**src/rtl/ifu_itcm_ctrl.sv**
```systemverilog
// ifu_itcm_ctrl: instruction-fetch front end for a single-cycle ITCM SRAM.
// A credit counter limits outstanding fetches to two. Each accepted request
// becomes a one-cycle in-flight entry whose response either bypasses straight
// to the consumer or parks in a 2-entry FIFO, so responses stay in order.
// Optional macro IFU_ITCM_RANGE_CHK_EN adds the address-window and alignment
// fault check. Without it, every address is accepted and aliased into the ITCM.
module ifu_itcm_ctrl #(
   parameter int          ITCM_AW    = 14,
   parameter logic [31:0] ITCM_BASE  = 32'h8000_0000,
   localparam int         PC_SIZE    = 32,
   localparam int         INSTR_SIZE = 32
) (
   input  logic                  clk,
   input  logic                  rst,
   input  logic                  ifu_req_valid,
   output logic                  ifu_req_ready,
   input  logic [PC_SIZE-1:0]    ifu_req_pc,
   output logic                  ifu_rsp_valid,
   input  logic                  ifu_rsp_ready,
   output logic [INSTR_SIZE-1:0] ifu_rsp_instr,
   output logic                  ifu_rsp_err,
   input  logic                  ifu_flush,
   output logic                  itcm_cs,
   output logic [ITCM_AW-1:0]    itcm_addr,
   input  logic [31:0]           itcm_rdata
);

   logic [1:0]            credit;
   logic                  req_hsk;
   logic                  rsp_hsk;
   logic                  ok;
   logic                  inflight_vld;
   logic                  inflight_err;
   logic [INSTR_SIZE-1:0] fifo_instr [2];
   logic [1:0]            fifo_err;
   logic                  wptr;
   logic                  rptr;
   logic [1:0]            fifo_cnt;
   logic                  fifo_empty;
   logic                  byp_take;
   logic                  push;
   logic                  pop;
   logic [INSTR_SIZE-1:0] byp_instr;
   logic                  rsp_err;
   logic                  rsp_vld_raw;

`ifdef IFU_ITCM_RANGE_CHK_EN
   // Base is aligned to the ITCM size, so the window test is a compare of the upper bits.
   assign ok          = (ifu_req_pc[PC_SIZE-1:ITCM_AW+2] == ITCM_BASE[PC_SIZE-1:ITCM_AW+2]) &&
                        (ifu_req_pc[1:0] == 2'b00);
   assign ifu_rsp_err = rsp_err;
`else
   logic unused_sig;
   assign ok          = 1'b1;
   assign ifu_rsp_err = 1'b0;
   assign unused_sig  = ^{ifu_req_pc[PC_SIZE-1:ITCM_AW+2], ifu_req_pc[1:0], rsp_err};
`endif

   // Request side: accept while fewer than two responses are owed.
   assign ifu_req_ready = (credit < 2'd2) & ~rst;
   assign req_hsk       = ifu_req_valid & ifu_req_ready;
   assign itcm_cs       = req_hsk & ok;
   assign itcm_addr     = ifu_req_pc[ITCM_AW+1:2];

   // Response side: the FIFO head has priority; an empty FIFO exposes the in-flight entry.
   assign fifo_empty    = (fifo_cnt == 2'd0);
   assign byp_instr     = inflight_err ? '0 : itcm_rdata;
   assign rsp_vld_raw   = fifo_empty ? inflight_vld : 1'b1;
   assign ifu_rsp_valid = rsp_vld_raw & ~ifu_flush & ~rst;
   assign ifu_rsp_instr = fifo_empty ? byp_instr : fifo_instr[rptr];
   assign rsp_err       = fifo_empty ? inflight_err : fifo_err[rptr];
   assign rsp_hsk       = ifu_rsp_valid & ifu_rsp_ready;
   assign byp_take      = fifo_empty & rsp_hsk;
   assign push          = inflight_vld & ~byp_take;
   assign pop           = ~fifo_empty & rsp_hsk;

   // Control state: credit, in-flight flag and FIFO pointers; flush keeps only a same-cycle request.
   always_ff @(posedge clk) begin
      if (rst) begin
         credit       <= 2'd0;
         inflight_vld <= 1'b0;
         wptr         <= 1'b0;
         rptr         <= 1'b0;
         fifo_cnt     <= 2'd0;
      end else if (ifu_flush) begin
         credit       <= {1'b0, req_hsk};
         inflight_vld <= req_hsk;
         wptr         <= 1'b0;
         rptr         <= 1'b0;
         fifo_cnt     <= 2'd0;
      end else begin
         credit       <= credit + {1'b0, req_hsk} - {1'b0, rsp_hsk};
         inflight_vld <= req_hsk;
         if (push) wptr <= ~wptr;
         if (pop)  rptr <= ~rptr;
         fifo_cnt     <= fifo_cnt + {1'b0, push} - {1'b0, pop};
      end
   end

   // Data state: fault bit of the in-flight access and the FIFO payload, qualified by the control above.
   always_ff @(posedge clk) begin
      if (req_hsk) inflight_err <= ~ok;
      if (push) begin
         fifo_instr[wptr] <= byp_instr;
         fifo_err[wptr]   <= inflight_err;
      end
   end

endmodule

```
**config.mk**
```make
export PLATFORM = sky130hd
export DESIGN_NAME = ifu_itcm_ctrl
export DESIGN_NICKNAME = d
export VERILOG_FILES = /design/src/rtl/ifu_itcm_ctrl.sv
export SDC_FILE = /design/constraint.sdc
export NUM_CORES = 1
export LEC_CHECK = 0
export BUFFER_PORTS_ARGS = -buffer_cell sky130_fd_sc_hd__buf_2
export CORE_UTILIZATION = 53
export CTS_CLUSTER_SIZE = 16
export DETAILED_ROUTE_END_ITERATION = 10
export GPL_ROUTABILITY_DRIVEN = 0
export PLACE_DENSITY_LB_ADDON = 0.08
export SYNTH_ARGS = -nofsm -noshare
export SYNTH_HDL_FRONTEND = slang
export SYNTH_SLANG_ARGS = --single-unit
```
**constraint.sdc**
```tcl
create_clock -name clk -period 5.15 [get_ports clk]
set_input_delay 0.515 -clock clk [delete_from_list [all_inputs] [get_ports clk]]
set_output_delay 0.515 -clock clk [all_outputs]
set_load 0.03 [all_outputs]
```
==> impl_metrics.tcl <==
set metrics [dict create \
    status "finished clean" \
    seq_area_frac_synth_pct 65.8 \
    r2r-start "fifo_cnt[1]" \
    layout_setup_ws_ns 2.46 \
    antennaDiodeCount 0 \
    max_cap_violations 0 \
    dr.pass1.iters 4 \
    htree_num_levels 3 \
    avgSynthCellArea_um2 13.3 \
    drc 0 \
    slew-limit-headroom_pct 32.6 \
    dpl_cell_area_um2 3410 \
    ctsResizeCount 0 \
    core-area_um2 5640 \
    holdBufCountCts 0 \
    grt_pass1_wl_um 8100 \
    io_pins 119 \
    dp_slack_ns 2.78 \
    area_delta_synth_final_pct 13.9 \
    finalHoldViolCount 0 \
    drt_iter0_drc 90 \
    wl_um 5060 \
    vias_per_cell 5.11 \
    post_drt_wl_per_cell_um 13.7 \
    drive_above_1_share_pct 31.3 \
    p_leak_nw 1.32 \
    dpl.cell_count 353 \
    clkLatencyLatePin_ns 0.33 \
    fp.dieH_um 79.2 \
    syn_nets 311 \
    setup_violations 0 \
    floorplan.initialDensity_pct 56.0 \
    cts-root-buf "clkbuf_8" \
    ys_warn_count 0 \
    port_buffers 71 \
    ant_nets 0 \
    crit_type "flip-flop to primary output" \
    fin_tns_setup_ns 0 \
    route.vias.total 1886 \
    powerDensity_nw_per_um2 339 \
    num_rows 27 \
    irDropWorstVdd_mv 0.192 \
    arrival_ns 2.17 \
    cts_sinks 72 \
    fin_crit_sh_pct 52.2 \
    syn_inst 238 \
    fp.dieW_um 79.2 \
    fin_skew_ns 0.00893 \
    grt_pass1_vias 1786 \
    grt-ovfl-total 0 \
    final_area_um2 3600 \
    ctsLongestPathBuffers 2 \
    grtUsageTotal_pct 17.5 \
    worst_setup_path_start_kind "flip-flop" \
    slew_violations 0 \
    rsz0062_at_grt "no" \
    nets 365 \
    clkSlewWorstSetupHoldPaths_ns 0.08 \
    place_hpwl_um 3110 \
    hold_class "input port to flip-flop" \
    worst_slew_pin_slew_ns 1.01 \
    mostFrequentLayoutCells "buf_2 (71), edfxtp_1 (64), nor2_1 (36)" \
    grt_max_degree 40 \
    cts_setup_buffers 0 \
    startpoint "fifo_cnt[1]" \
    max_freq_ghz 0.372 \
    synth.area.top_cells "edfxtp_1 (61%), mux2i_1 (10%), a21oi_1 (5.2%)" \
    antenna_found_initial 0 \
    worstPathRequired_ns 4.64 \
    cts_tree "done" \
    synth_seq_cells 72 \
    die_area_um2 6280 \
    critPathMaxFanout 39 \
    cts_made_buffers 9 \
    period_minus_slack_ns 2.69 \
    synth_top_area_share_pct 60.8 \
    final_cells 369 \
    min_from "itcm_rdata[28]" \
    final_common_cell "buf_2" \
    yosysTopAreaCell "edfxtp_1" \
    end_kind "primary output" \
    fillCellCount 431 \
    synth.distinct_cells 25 \
    netlist_area_um2 3160 \
]
## worst max-delay path, stage by stage, from the launching register on
cell and delay, ns:
dfxtp_1 0.36, or2_2 0.59, buf_4 0.42, nor2_1 0.08, a21oi_1 0.17, buf_2 0.23
## cells by family after synthesis
| family | share of synthesized area, % |
|---|---|
| AO/OA/AOI/OAI | 5.82 |
| XOR/XNOR | 1.39 |
| buffers and inverters | 7.44 |
| flip-flops | 65.8 |
| multiplexers | 10.4 |
| other | 0.119 |
| AND/OR/NAND/NOR | 7.36 |
| adder cells (fa/ha/maj) | 1.58 |
## per-stage QoR
stage	util, %	power (mW)	hold slack (ns)
global route	63.9	1.27	0.370
floorplan	-	0.791	0.451
global placement	60.5	0.813	0.496
finish	63.9	1.22	0.379
CTS	63.9	1.23	0.366
detailed placement	60.5	0.816	0.509
## state kept, by name, indices dropped and copies added (netlist names), named ones only
signal,cells
fifo_instr,64
fifo_cnt,2
credit,2
wptr,1
rptr,1
inflight_vld,1
## where the power goes
part | switching [mW] | internal [mW]
clock | 0.198 | 0.221
sequential | 0.00541 | 0.653
combinational | 0.0986 | 0.0452
## worst paths after layout
| kind | endpoint | slack, ns | cells past startpoint |
|---|---|---|---|
| worst max-delay path | ifu_rsp_instr[29] | 2.46 | 5 |
| worst min register to register | wptr | 0.52 | 2 |
| worst max register to register | fifo_instr[1][16] | 2.80 | 3 |
| worst min-delay path | fifo_instr[1][28] | 0.38 | 1 |
## synth_stat cells
cell type and n:
xnor2_1 3, buf_4 15, and2_1 4, nand2b_1 1, mux2i_1 33, nand3b_1 1
nor2_1 38, inv_1 5, dfxtp_1 8, clkbuf_2 1, a21oi_1 33, o21ai_0 2
or2_1 1, or3b_4 1, buf_6 6, xor2_1 2, o21ai_2 1, nor3_1 4
buf_2 4, edfxtp_1 64, conb_1 1, ha_1 4, clkbuf_1 3, nor2b_1 1
nand2_1 2
## area by class of cell
type,count,area (µm²),share of cell area [%]
sequential,72,2080,57.8
multi-input combinational,132,860,23.9
timing repair buffer,72,363,10.1
clock buffer,10,128,3.54
tap,72,90.1,2.50
clock inverter,6,60.1,1.67
inverter,5,18.8,0.521
## per-layer routing
| layer | routed length [µm] | share of wire, % | vias up | global-route usage, % |
|---|---|---|---|---|
| met3 | 243 | 4.8 | 15 | 3.22 |
| met4 | 87 | 1.7 | 0 | 11.1 |
| li1 | - | - | 944 | - |
| met1 | 2340 | 46 | 882 | 21.4 |
| met5 | 0 | 0 | - | 0 |
| met2 | 2390 | 47 | 45 | 28.7 |
Power figures use the tool's default switching activity.
